File: src/rtl/mux_bbm_sequencer_if.sv
// Configuration handshake and switch-drive bundle for the break-before-make mux sequencer.
interface mux_bbm_sequencer_if #(
  parameter int unsigned W = 8
) ();
  logic         cfg_valid;
  logic [W-1:0] cfg_p;
  logic [W-1:0] cfg_n;
  logic         cfg_ready;
  logic         force_off;
  logic [W-1:0] sw_p;
  logic [W-1:0] sw_n;
  logic         busy;
  logic         done;
  logic         err;

  // Requester side: offers configurations and may force all switches open.
  modport master (
    output cfg_valid, cfg_p, cfg_n, force_off,
    input  cfg_ready, sw_p, sw_n, busy, done, err
  );

  // Sequencer side.
  modport slave (
    input  cfg_valid, cfg_p, cfg_n, force_off,
    output cfg_ready, sw_p, sw_n, busy, done, err
  );
endinterface

File: src/rtl/mux_bbm_sequencer.sv
// Break-before-make sequencer for a differential analog mux: every change of switch
// configuration opens all switches for BREAK_CYCLES, applies the new selection, then
// holds busy for SETTLE_CYCLES before reporting done.
module mux_bbm_sequencer #(
  parameter int unsigned W             = 8,
  parameter int unsigned BREAK_CYCLES  = 4,
  parameter int unsigned SETTLE_CYCLES = 8
) (
  input logic                clk,
  input logic                rst,  // active-low, asynchronous
  mux_bbm_sequencer_if.slave bus
);

  localparam int unsigned MaxCyc = (BREAK_CYCLES > SETTLE_CYCLES) ? BREAK_CYCLES : SETTLE_CYCLES;
  localparam int unsigned CntW   = $clog2(MaxCyc + 1);

  // Counters load N-1 and the phase ends on the edge that observes zero, giving N cycles.
  localparam logic [CntW-1:0] BreakLoad  = CntW'(BREAK_CYCLES - 1);
  localparam logic [CntW-1:0] SettleLoad = CntW'(SETTLE_CYCLES - 1);

  typedef enum logic [1:0] {StIdle, StBreak, StSettle} state_e;

  state_e          r_state, w_state_next;
  logic [CntW-1:0] r_cnt, w_cnt_next;
  logic [W-1:0]    r_lat_p, w_lat_p_next;
  logic [W-1:0]    r_lat_n, w_lat_n_next;
  logic [W-1:0]    r_sw_p, w_sw_p_next;
  logic [W-1:0]    r_sw_n, w_sw_n_next;
  logic            r_done, w_done_next;
  logic            r_err, w_err_next;

  logic w_conflict;
  logic w_same;

  assign w_conflict = |(bus.cfg_p & bus.cfg_n);
  assign w_same     = (bus.cfg_p == r_sw_p) && (bus.cfg_n == r_sw_n);

  // Next-state logic; force_off overrides any sequence in progress and drops a same-edge cfg.
  always_comb begin
    w_state_next = r_state;
    w_cnt_next   = r_cnt;
    w_lat_p_next = r_lat_p;
    w_lat_n_next = r_lat_n;
    w_sw_p_next  = r_sw_p;
    w_sw_n_next  = r_sw_n;
    w_done_next  = 1'b0;
    w_err_next   = 1'b0;
    if (bus.force_off) begin
      w_state_next = StIdle;
      w_cnt_next   = '0;
      w_lat_p_next = '0;
      w_lat_n_next = '0;
      w_sw_p_next  = '0;
      w_sw_n_next  = '0;
    end else begin
      unique case (r_state)
        StIdle: begin
          if (bus.cfg_valid) begin
            if (w_conflict) begin
              w_err_next = 1'b1;
            end else if (w_same) begin
              w_done_next = 1'b1;
            end else begin
              w_state_next = StBreak;
              w_cnt_next   = BreakLoad;
              w_lat_p_next = bus.cfg_p;
              w_lat_n_next = bus.cfg_n;
              w_sw_p_next  = '0;
              w_sw_n_next  = '0;
            end
          end
        end
        StBreak: begin
          if (r_cnt == '0) begin
            w_state_next = StSettle;
            w_cnt_next   = SettleLoad;
            w_sw_p_next  = r_lat_p;
            w_sw_n_next  = r_lat_n;
          end else begin
            w_cnt_next = r_cnt - CntW'(1);
          end
        end
        StSettle: begin
          if (r_cnt == '0) begin
            w_state_next = StIdle;
            w_done_next  = 1'b1;
          end else begin
            w_cnt_next = r_cnt - CntW'(1);
          end
        end
        default: w_state_next = StIdle;
      endcase
    end
  end

  // State and output registers with asynchronous clear.
  always_ff @(posedge clk or negedge rst) begin
    if (!rst) begin
      r_state <= StIdle;
      r_cnt   <= '0;
      r_lat_p <= '0;
      r_lat_n <= '0;
      r_sw_p  <= '0;
      r_sw_n  <= '0;
      r_done  <= 1'b0;
      r_err   <= 1'b0;
    end else begin
      r_state <= w_state_next;
      r_cnt   <= w_cnt_next;
      r_lat_p <= w_lat_p_next;
      r_lat_n <= w_lat_n_next;
      r_sw_p  <= w_sw_p_next;
      r_sw_n  <= w_sw_n_next;
      r_done  <= w_done_next;
      r_err   <= w_err_next;
    end
  end

  assign bus.cfg_ready = (r_state == StIdle);
  assign bus.busy      = (r_state != StIdle);
  assign bus.sw_p      = r_sw_p;
  assign bus.sw_n      = r_sw_n;
  assign bus.done      = r_done;
  assign bus.err       = r_err;

endmodule

File: src/flat_wrapper.sv
// flat-port wrapper written by rule: the top's interface ports become plain ports
module mux_bbm_sequencer_flat 
#(
  parameter int unsigned W             = 8,
  parameter int unsigned BREAK_CYCLES  = 4,
  parameter int unsigned SETTLE_CYCLES = 8
)
  (clk, rst, bus_cfg_valid, bus_cfg_p, bus_cfg_n, bus_force_off, bus_cfg_ready, bus_sw_p, bus_sw_n, bus_busy, bus_done, bus_err);
  mux_bbm_sequencer_if #(.W(W)) bus_i ();
  input logic clk;
  input logic rst;
  input wire logic [$bits(bus_i.cfg_valid)-1:0] bus_cfg_valid;
  input wire logic [$bits(bus_i.cfg_p)-1:0] bus_cfg_p;
  input wire logic [$bits(bus_i.cfg_n)-1:0] bus_cfg_n;
  input wire logic [$bits(bus_i.force_off)-1:0] bus_force_off;
  output wire logic [$bits(bus_i.cfg_ready)-1:0] bus_cfg_ready;
  output wire logic [$bits(bus_i.sw_p)-1:0] bus_sw_p;
  output wire logic [$bits(bus_i.sw_n)-1:0] bus_sw_n;
  output wire logic [$bits(bus_i.busy)-1:0] bus_busy;
  output wire logic [$bits(bus_i.done)-1:0] bus_done;
  output wire logic [$bits(bus_i.err)-1:0] bus_err;
  assign bus_i.cfg_valid = bus_cfg_valid;
  assign bus_i.cfg_p = bus_cfg_p;
  assign bus_i.cfg_n = bus_cfg_n;
  assign bus_i.force_off = bus_force_off;
  assign bus_cfg_ready = bus_i.cfg_ready;
  assign bus_sw_p = bus_i.sw_p;
  assign bus_sw_n = bus_i.sw_n;
  assign bus_busy = bus_i.busy;
  assign bus_done = bus_i.done;
  assign bus_err = bus_i.err;
  mux_bbm_sequencer #(.W(W), .BREAK_CYCLES(BREAK_CYCLES), .SETTLE_CYCLES(SETTLE_CYCLES)) u_core (.clk(clk), .rst(rst), .bus(bus_i));
endmodule
File: config.mk
export PLATFORM = sky130hd
export DESIGN_NAME = mux_bbm_sequencer_flat
export DESIGN_NICKNAME = d
export VERILOG_FILES = /design/src/rtl/mux_bbm_sequencer_if.sv /design/src/rtl/mux_bbm_sequencer.sv /design/src/flat_wrapper.sv
export SDC_FILE = /design/constraint.sdc
export NUM_CORES = 1
export LEC_CHECK = 0
export ABC_AREA = 1
export BUFFER_PORTS_ARGS = -buffer_cell sky130_fd_sc_hd__buf_4
export CORE_MARGIN = 2
export CORE_UTILIZATION = 60
export DETAILED_ROUTE_END_ITERATION = 6
export PLACE_DENSITY = 0.84
export SYNTH_ARGS = -nofsm -noshare
export SYNTH_HDL_FRONTEND = slang
export SYNTH_SLANG_ARGS = --single-unit
File: constraint.sdc
create_clock -name clk -period 3.7 [get_ports clk]
set_input_delay 0.555 -clock clk [delete_from_list [all_inputs] [get_ports clk]]
set_output_delay 0.555 -clock clk [all_outputs]
set_load 0.05 [all_outputs]
==> results.cfg, run 1 <==
[status]
status = complete, no violations

[synth]
synth_area_per_cell_um2 = 7.03
syn_nets = 395
synth_area_um2 = 2590
synth_top_area_cell = dfrtp_1
synthTopCellsByCount = nand2_1 (133), nor2_1 (44), inv_1 (41)
synth_edf_count = 0
synth_seq_cells = 40
yosys_warnings = 0
synth_area_leaders = dfrtp_1 (39%), nand2_1 (19%), nand4_1 (6.8%)
synth_top_area_share = 0.386
synthCells = 369
ys_async_sr_fraction = 1.00
synth-main-ff-cell = dfrtp_1
synth_cell_type_count = 33
yosysMostFrequentCell = nand2_1
synth_seq_area_share = 0.386

[critical_path]
worst_setup_path_end_kind = flip-flop
critical_path.max_fanout = 21
crit_path_start_kind = flip-flop
slowest_stage = ha_1
worstPathArrival_ns = 2.70
crit_type = flip-flop to flip-flop
crit_required_ns = 3.88
crit_family = simple AND/OR/NAND/NOR gates
cpPeakStageDelay_ns = 0.71
crit_top_cell = inv_1
cp_num_buf_inv = 2
crit_chain = inv_1 > ha_1 > inv_1 > nand3_2 > nor2_1 > nor3_2 > nand2_8 > nand2_2 > o21ai_2

[final_layout]
area_delta_synth_final_pct = 15.1
final_cells = 450
fillers = 332
fin_nets = 426
seq_area_um2 = 1000
multi_input_area_um2 = 1330
drive_above_1_share = 0.183
diodes = 0

[clock_tree]
clkLatencyLatePin_ns = 0.30
cts-hold-fix-buffers = 0
cts_tree = done
clock_sinks = 40
cts_buffers = 5
cts_max_path_buffers = 2
cts_setup_buffers = 0
path_clk_slew_ns = 0.09
ctsRootBufferMaster = clkbuf_8
cts_resized = 0
htreeDepth = 2

[route]
wl_um = 6310
met2WireLength_um = 3180
postRouteAntennaNets = 0
dr.pass1.iters = 5
met3_length_um = 451
num_vias = 2494
top_layer = met4
wl_per_cell_um = 14.0
drc = 0
wl_met1_um = 2520
avgViaCountPerCell = 5.54
dr.first_iter.drc_count = 232

[global_routing]
grt_first_pass_wirelength_um = 10500
antenna_found_initial = 0
grt_remaining_overflow = 0
grt_pass1_vias = 2263
track_usage = 0.270
grt_max_degree = 41

[floorplanning]
die_x_um = 69.8
io_pins = 40
dieArea_um2 = 4870
core-area_um2 = 4090
start_util = 0.635
core.rowCount = 23
die_y_um = 69.8

[sta]
finClkSkew_ns = 0.0121
hold_viol = 0
rsz0062_at_grt = no
finalSetupTns_ns = 0
layout_min_cycle_time_ns = 2.52
worst_pin_slew_ns = 0.839
drv_slew = 0
max_freq_mhz = 396
period_share = 0.682
slew_headroom = 0.441
finalSetupViolCount = 0

[run]
max-cap-violations = 0

[power]
peakVddDrop_mv = 0.432
pwr_density_cell_nw_per_um2 = 584
power_leakage_uw = 0.00162

[place]
hpwl_um = 4430
gp_congestion = 0.885
portBuffers = 39
place_inst = 443

[min_path]
worstHoldPathType = input pin to async pin
## per-stage QoR
| step | utilization | setup WS, ns | total power [uW] | instance area [um^2] | hold WS (ns) |
|---|---|---|---|---|---|
| global route | 0.730 | 1.05 | 1840 | 2980 | 0.267 |
| finish | 0.730 | 1.18 | 1740 | 2980 | 0.227 |
| CTS | 0.730 | 1.21 | 1740 | 2980 | 0.247 |
| global placement | 0.699 | 1.29 | 1300 | 2860 | 0.484 |
| detailed placement | 0.699 | 1.25 | 1320 | 2860 | 0.491 |
| floorplan | - | 1.48 | 1170 | 2590 | 0.259 |
## cell usage in the layout, fill, tap and decap left out, types with 3 or more instances in the layout
cell type  netlist  layout
nand2_2          6       6
clkbuf_8         0       5
nor2_2           3       3
dfrtp_1         40      40
nand2_1        133     133
a21oi_1          3       3
buf_4            3      39
nor3_1           3       3
ha_1             6       6
o21ai_0          5       5
o21ai_2          4       4
nand4_1         28      28
nand3_1         20      20
nor2_1          44      44
inv_1           41      41
## logic make-up after synthesis
family,share of synthesized area
buf+inv,0.101
simple gates,0.436
fa+ha+maj,0.0289
flops,0.386
compound gates,0.0449
xor+xnor,0.00338
## worst register-to-register path: cells and delay by family, from the launching register on
family	cells	cell delay, ns
AND/OR/NAND/NOR	5	1.02
adder cells (fa/ha/maj)	1	0.71
flip-flops	1	0.41
buffers and inverters	2	0.23
AO/OA/AOI/OAI	1	0.05
## final timing paths
kind,startpoint,end,slack (ns),cells after the start
max in group asynchronous,rst,u_core.r_cnt[0],3.10,1
setup reg to reg,u_core.r_state[1],u_core.r_cnt[1],1.18,9
min in group clk,bus_cfg_n[7],u_core.r_lat_n[7],0.48,3
hold / removal,rst,u_core.r_lat_n[7],0.23,1
hold reg to reg,u_core.r_lat_p[0],u_core.r_lat_p[0],0.51,2
setup / recovery,u_core.r_state[1],u_core.r_cnt[1],1.18,9
## flip-flops by register name, summed over array words and instances, names as in the netlist
name,cells
u_core.r_lat_p,8
u_core.bus.done,1
u_core.r_cnt,4
u_core.r_lat_n,8
u_core.r_state,2
u_core.bus.err,1
u_core.bus.sw_p,8
u_core.bus.sw_n,8
## final cells by class
type / count / share of cell area
clock buffers: 5 / 0.0231
inverters: 44 / 0.0562
repair buffers: 39 / 0.0981
multi-input cells: 270 / 0.446
clock inverters: 2 / 0.0201
flip-flops and latches: 40 / 0.335
well taps: 50 / 0.0210
## power breakdown
group	leakage, uW	switching, uW	internal (uW)
Clock	0.0000642	161	266
Combinational	0.00101	557	228
Sequential	0.000546	44.5	488
## layer usage
metal  GRT usage  up-vias
li1            -     1225
met1       0.335     1150
met2       0.470      102
met3      0.0552       17
met4      0.0876        0
met5           0        -
No activity file was read; power rests on OpenSTA's default activity.
==> run 2: changes to the inputs <==
CORE_UTILIZATION = 51   (was 60)
PLACE_DENSITY = 0.76   (was 0.84)
clock period = 2.2 ns   (was 3.7 ns; I/O delays follow)
==> results.cfg, run 2 (synthesized netlist as in run 1, its figures left out) <==
[global_routing]
antenna_found_initial = 0
grt_first_pass_wirelength_um = 10800
grt_max_degree = 41
grt_remaining_overflow = 0
track_usage = 0.256
grt_pass1_vias = 2327

[sta]
layout_min_cycle_time_ns = 1.89
max_freq_mhz = 529
finClkSkew_ns = 0.00362
period_share = 0.860
hold_viol = 0
slew_headroom = 0.536
drv_slew = 0
worst_pin_slew_ns = 0.692
finalSetupTns_ns = 0
finalSetupViolCount = 0
rsz0062_at_grt = no

[floorplanning]
core-area_um2 = 4820
io_pins = 40
start_util = 0.538
die_x_um = 75.3
core.rowCount = 25
die_y_um = 75.3
dieArea_um2 = 5670

[route]
num_vias = 2471
wl_um = 6510
wl_per_cell_um = 13.7
dr.pass1.iters = 4
postRouteAntennaNets = 0
avgViaCountPerCell = 5.21
drc = 0
dr.first_iter.drc_count = 171

[final_layout]
stdcell_area_um2 = 3010
seq_area_um2 = 1000
final_cell_mix = nand2_1 (133), buf_4 (45), nor2_1 (44)
multi_input_area_um2 = 1330
area_delta_synth_final_pct = 16.2
fillers = 479
final_cells = 474
layout_commonest_cell = nand2_1
drive_above_1_share = 0.194
fin_nets = 432
diodes = 0

[power]
p_clk_frac = 0.182
p_total_uw = 2800
intPower_uw = 1510
power_leakage_uw = 0.00163
pwr_density_cell_nw_per_um2 = 927
peakVddDrop_mv = 0.733
swShare = 0.461
seqPwrFrac = 0.320
switching_power_uw = 1290
comb_power_share = 0.498

[place]
placed_cell_area_um2 = 2920
hpwl_um = 4640
place_inst = 466
portBuffers = 39
gp_congestion = 0.882

[critical_path]
crit_path_start_kind = flip-flop
worstReg2RegStart = u_core.r_state[1]
crit_type = flip-flop to flip-flop
reg2regPathDepth = 9
r2r_setup_slack_ns = 0.31
crit_required_ns = 2.44
critical_path.max_fanout = 8
worst_setup_path_end_kind = flip-flop
worstPathArrival_ns = 2.13
r2r_end = u_core.r_lat_p[5]

[min_path]
worstHoldPathType = input pin to async pin

[clock_tree]
cts_setup_buffers = 0
cts_max_path_buffers = 2
htreeDepth = 2
clkLatencyLatePin_ns = 0.29
cts-hold-fix-buffers = 0
clock_sinks = 40
cts_tree = done
cts_resized = 0
ctsRootBufferMaster = clkbuf_8
path_clk_slew_ns = 0.08
cts_buffers = 5

[run]
max-cap-violations = 0

[status]
status = complete, no violations
run 2: layer usage:
metal	track usage	up-vias	wire length [um]
met5	0	-	0
met4	0.101	0	125
met3	0.0476	13	460
met2	0.420	87	3160
met1	0.336	1124	2760
li1	-	1247	-
run 2: critical path: stages (launching register included):
cell and delay, ns:
dfrtp_1 0.40, inv_1 0.11, ha_2 0.22, inv_2 0.08
nor2_2 0.17, inv_1 0.08, nor3_1 0.21, and2_1 0.37
nand2_1 0.11, nand2_1 0.08
run 2: cell type report:
type	count	share of cell area
Tap cell	67	0.0278
Sequential cell	40	0.332
Timing Repair Buffer	45	0.112
Inverter	44	0.0556
Multi-Input combinational cell	270	0.443
Clock buffer	8	0.0299
run 2: how the worst max path moves through the flow:
stage / cells past startpoint / from / slack [ns] / endpoint
after global routing: 9 / u_core.r_state[1] / 0.07 / u_core.r_lat_n[7]
after detailed placement: 9 / u_core.r_state[1] / 0.33 / u_core.r_lat_p[5]
final: 9 / u_core.r_state[1] / 0.31 / u_core.r_lat_p[5]
after CTS: 9 / u_core.r_state[1] / 0.32 / u_core.r_lat_p[5]
after floorplan: 9 / u_core.r_state[0] / 0.21 / u_core.r_cnt[1]
after global placement: 9 / u_core.r_state[1] / 0.33 / u_core.r_lat_n[7]
run 2: power by group through the flow:
stage          clock, uW  sequential [uW]  combinational [uW]
6_report             508              896                1390
5_1_grt              547              910                1540
4_1_cts              519              894                1390
3_5_place_dp           0              908                1390
3_3_place_gp           0              905                1370
2_1_floorplan          0              981                 995
run 2: stage by stage:
stage                util  setup WS [ns]  hold slack (ns)
global route        0.626         0.0677           0.0402
floorplan               -          0.211           0.0344
global placement    0.607          0.325            0.340
finish              0.626          0.309          0.00138
detailed placement  0.607          0.333            0.342
CTS                 0.626          0.317           0.0241
==> run 3: changes to the inputs <==
CORE_MARGIN = default   (was 2)
==> results.cfg, run 3 (synthesized netlist as in run 1, its figures left out) <==
[critical_path]
crit_required_ns = 2.38
crit_chain = inv_1 > ha_1 > nand3_1 > a31oi_4 > nand3_4 > nand2_1 > nand2_1
critical_path.max_fanout = 16
cpPeakStageDelay_ns = 0.42
slowest_stage = dfrtp_1
crit_path_start = u_core.r_cnt[0]
crit_type = flip-flop to flip-flop
reg2regPathDepth = 7
worstPathArrival_ns = 2.08
crit_path_start_kind = flip-flop
crit_top_cell = nand2_1
worstReg2RegStart = u_core.r_cnt[0]
worst_setup_path_end_kind = flip-flop

[clock_tree]
htreeDepth = 2
cts_resized = 0
cts_tree = done
cts_buffers = 5
cts-hold-fix-buffers = 0
cts_max_path_buffers = 2
cts_setup_buffers = 0
clock_sinks = 40
clkLatencyLatePin_ns = 0.30
path_clk_slew_ns = 0.07
ctsRootBufferMaster = clkbuf_8

[sta]
worst_pin_slew_ns = 0.567
hold_viol = 0
max_freq_mhz = 527
slew_headroom = 0.619
finClkSkew_ns = 0.00587
rsz0062_at_grt = no
drv_slew = 0
layout_min_cycle_time_ns = 1.90
finalSetupViolCount = 0
period_share = 0.863
finalSetupTns_ns = 0

[final_layout]
drive_above_1_share = 0.195
layout_commonest_cell = nand2_1
stdcell_area_um2 = 3000
diodes = 0
final_cell_mix = nand2_1 (133), nor2_1 (44), buf_4 (43)
fillers = 448
fin_nets = 430
area_delta_synth_final_pct = 15.7

[floorplanning]
core.rowCount = 25
io_pins = 40
start_util = 0.538
dieArea_um2 = 5380
die_y_um = 73.3
core-area_um2 = 4820
die_x_um = 73.3

[global_routing]
antenna_found_initial = 0
grt_pass1_vias = 2227
track_usage = 0.252
grt_remaining_overflow = 0
grt_max_degree = 41
grt_first_pass_wirelength_um = 10200

[status]
status = complete, no violations

[power]
peakVddDrop_mv = 0.654
pwr_density_cell_nw_per_um2 = 925
power_leakage_uw = 0.00163

[route]
dr.first_iter.drc_count = 155
dr.pass1.iters = 4
postRouteAntennaNets = 0
avgViaCountPerCell = 5.19
num_vias = 2451
wl_um = 6180
drc = 0
wl_per_cell_um = 13.1

[place]
portBuffers = 39
placed_cell_area_um2 = 2910
hpwl_um = 4410
gp_congestion = 0.875

[min_path]
worstHoldPathType = input pin to async pin

[run]
max-cap-violations = 0
run 3: cell types whose count changed in the layout (fill, tap and decap cells not counted), sizes merged:
cell / change
clkinv: +2
buf: -2
clkbuf: -2
run 3: worst paths after layout:
| kind | to | slack, ns |
|---|---|---|
| min in group clk | u_core.r_lat_p[4] | 0.25 |
| max in group asynchronous | u_core.bus.sw_n[1] | 1.84 |
| worst min register to register | u_core.r_lat_p[1] | 0.51 |
| worst min-delay path | u_core.r_cnt[2] | 0.008 |
| worst max-delay path | u_core.bus.sw_n[2] | 0.30 |
| worst max register to register | u_core.bus.sw_n[2] | 0.30 |
run 3: cell type report:
cell class                      instances  area, um^2  area share
Clock buffer                            6        82.6      0.0275
Clock inverter                          2        10.0     0.00333
Inverter                               44         168      0.0559
Multi-Input combinational cell        270        1330       0.444
Sequential cell                        40        1000       0.333
Tap cell                               67        83.8      0.0279
Timing Repair Buffer                   43         323       0.108
run 3: through the flow:
| stage | power (uW) | setup WS (ns) | std cells | hold slack (ns) | utilization |
|---|---|---|---|---|---|
| 3_5_place_dp | 2270 | 0.284 | 464 | 0.339 | 0.604 |
| 4_1_cts | 2780 | 0.310 | 472 | 0.0218 | 0.623 |
| 3_3_place_gp | 2240 | 0.299 | 464 | 0.338 | 0.604 |
| 6_report | 2780 | 0.302 | 472 | 0.00834 | 0.623 |
| 5_1_grt | 2930 | 0.0953 | 472 | 0.0527 | 0.623 |
| 2_1_floorplan | 1980 | 0.211 | 369 | 0.0344 | - |
run 3: critical path, delay by kind of cell (launching register included):
family	cells	cell delay [ns]
AO/OA/AOI/OAI	1	0.38
adder cells (fa/ha/maj)	1	0.20
buffers and inverters	1	0.14
flip-flops	1	0.42
AND/OR/NAND/NOR	4	0.64
run 3: report_power, final:
group / internal [uW] / total (uW) / leakage (uW) / switching (uW)
clock network: 250 / 512 / 0.0000510 / 261
logic: 418 / 1370 / 0.00103 / 949
registers: 821 / 897 / 0.000546 / 75.7
run 3: per-layer routing:
layer | routed length, um | GRT usage
met5 | 0 | 0
met2 | 2910 | 0.412
met4 | 177 | 0.0983
met3 | 340 | 0.0521
met1 | 2750 | 0.329
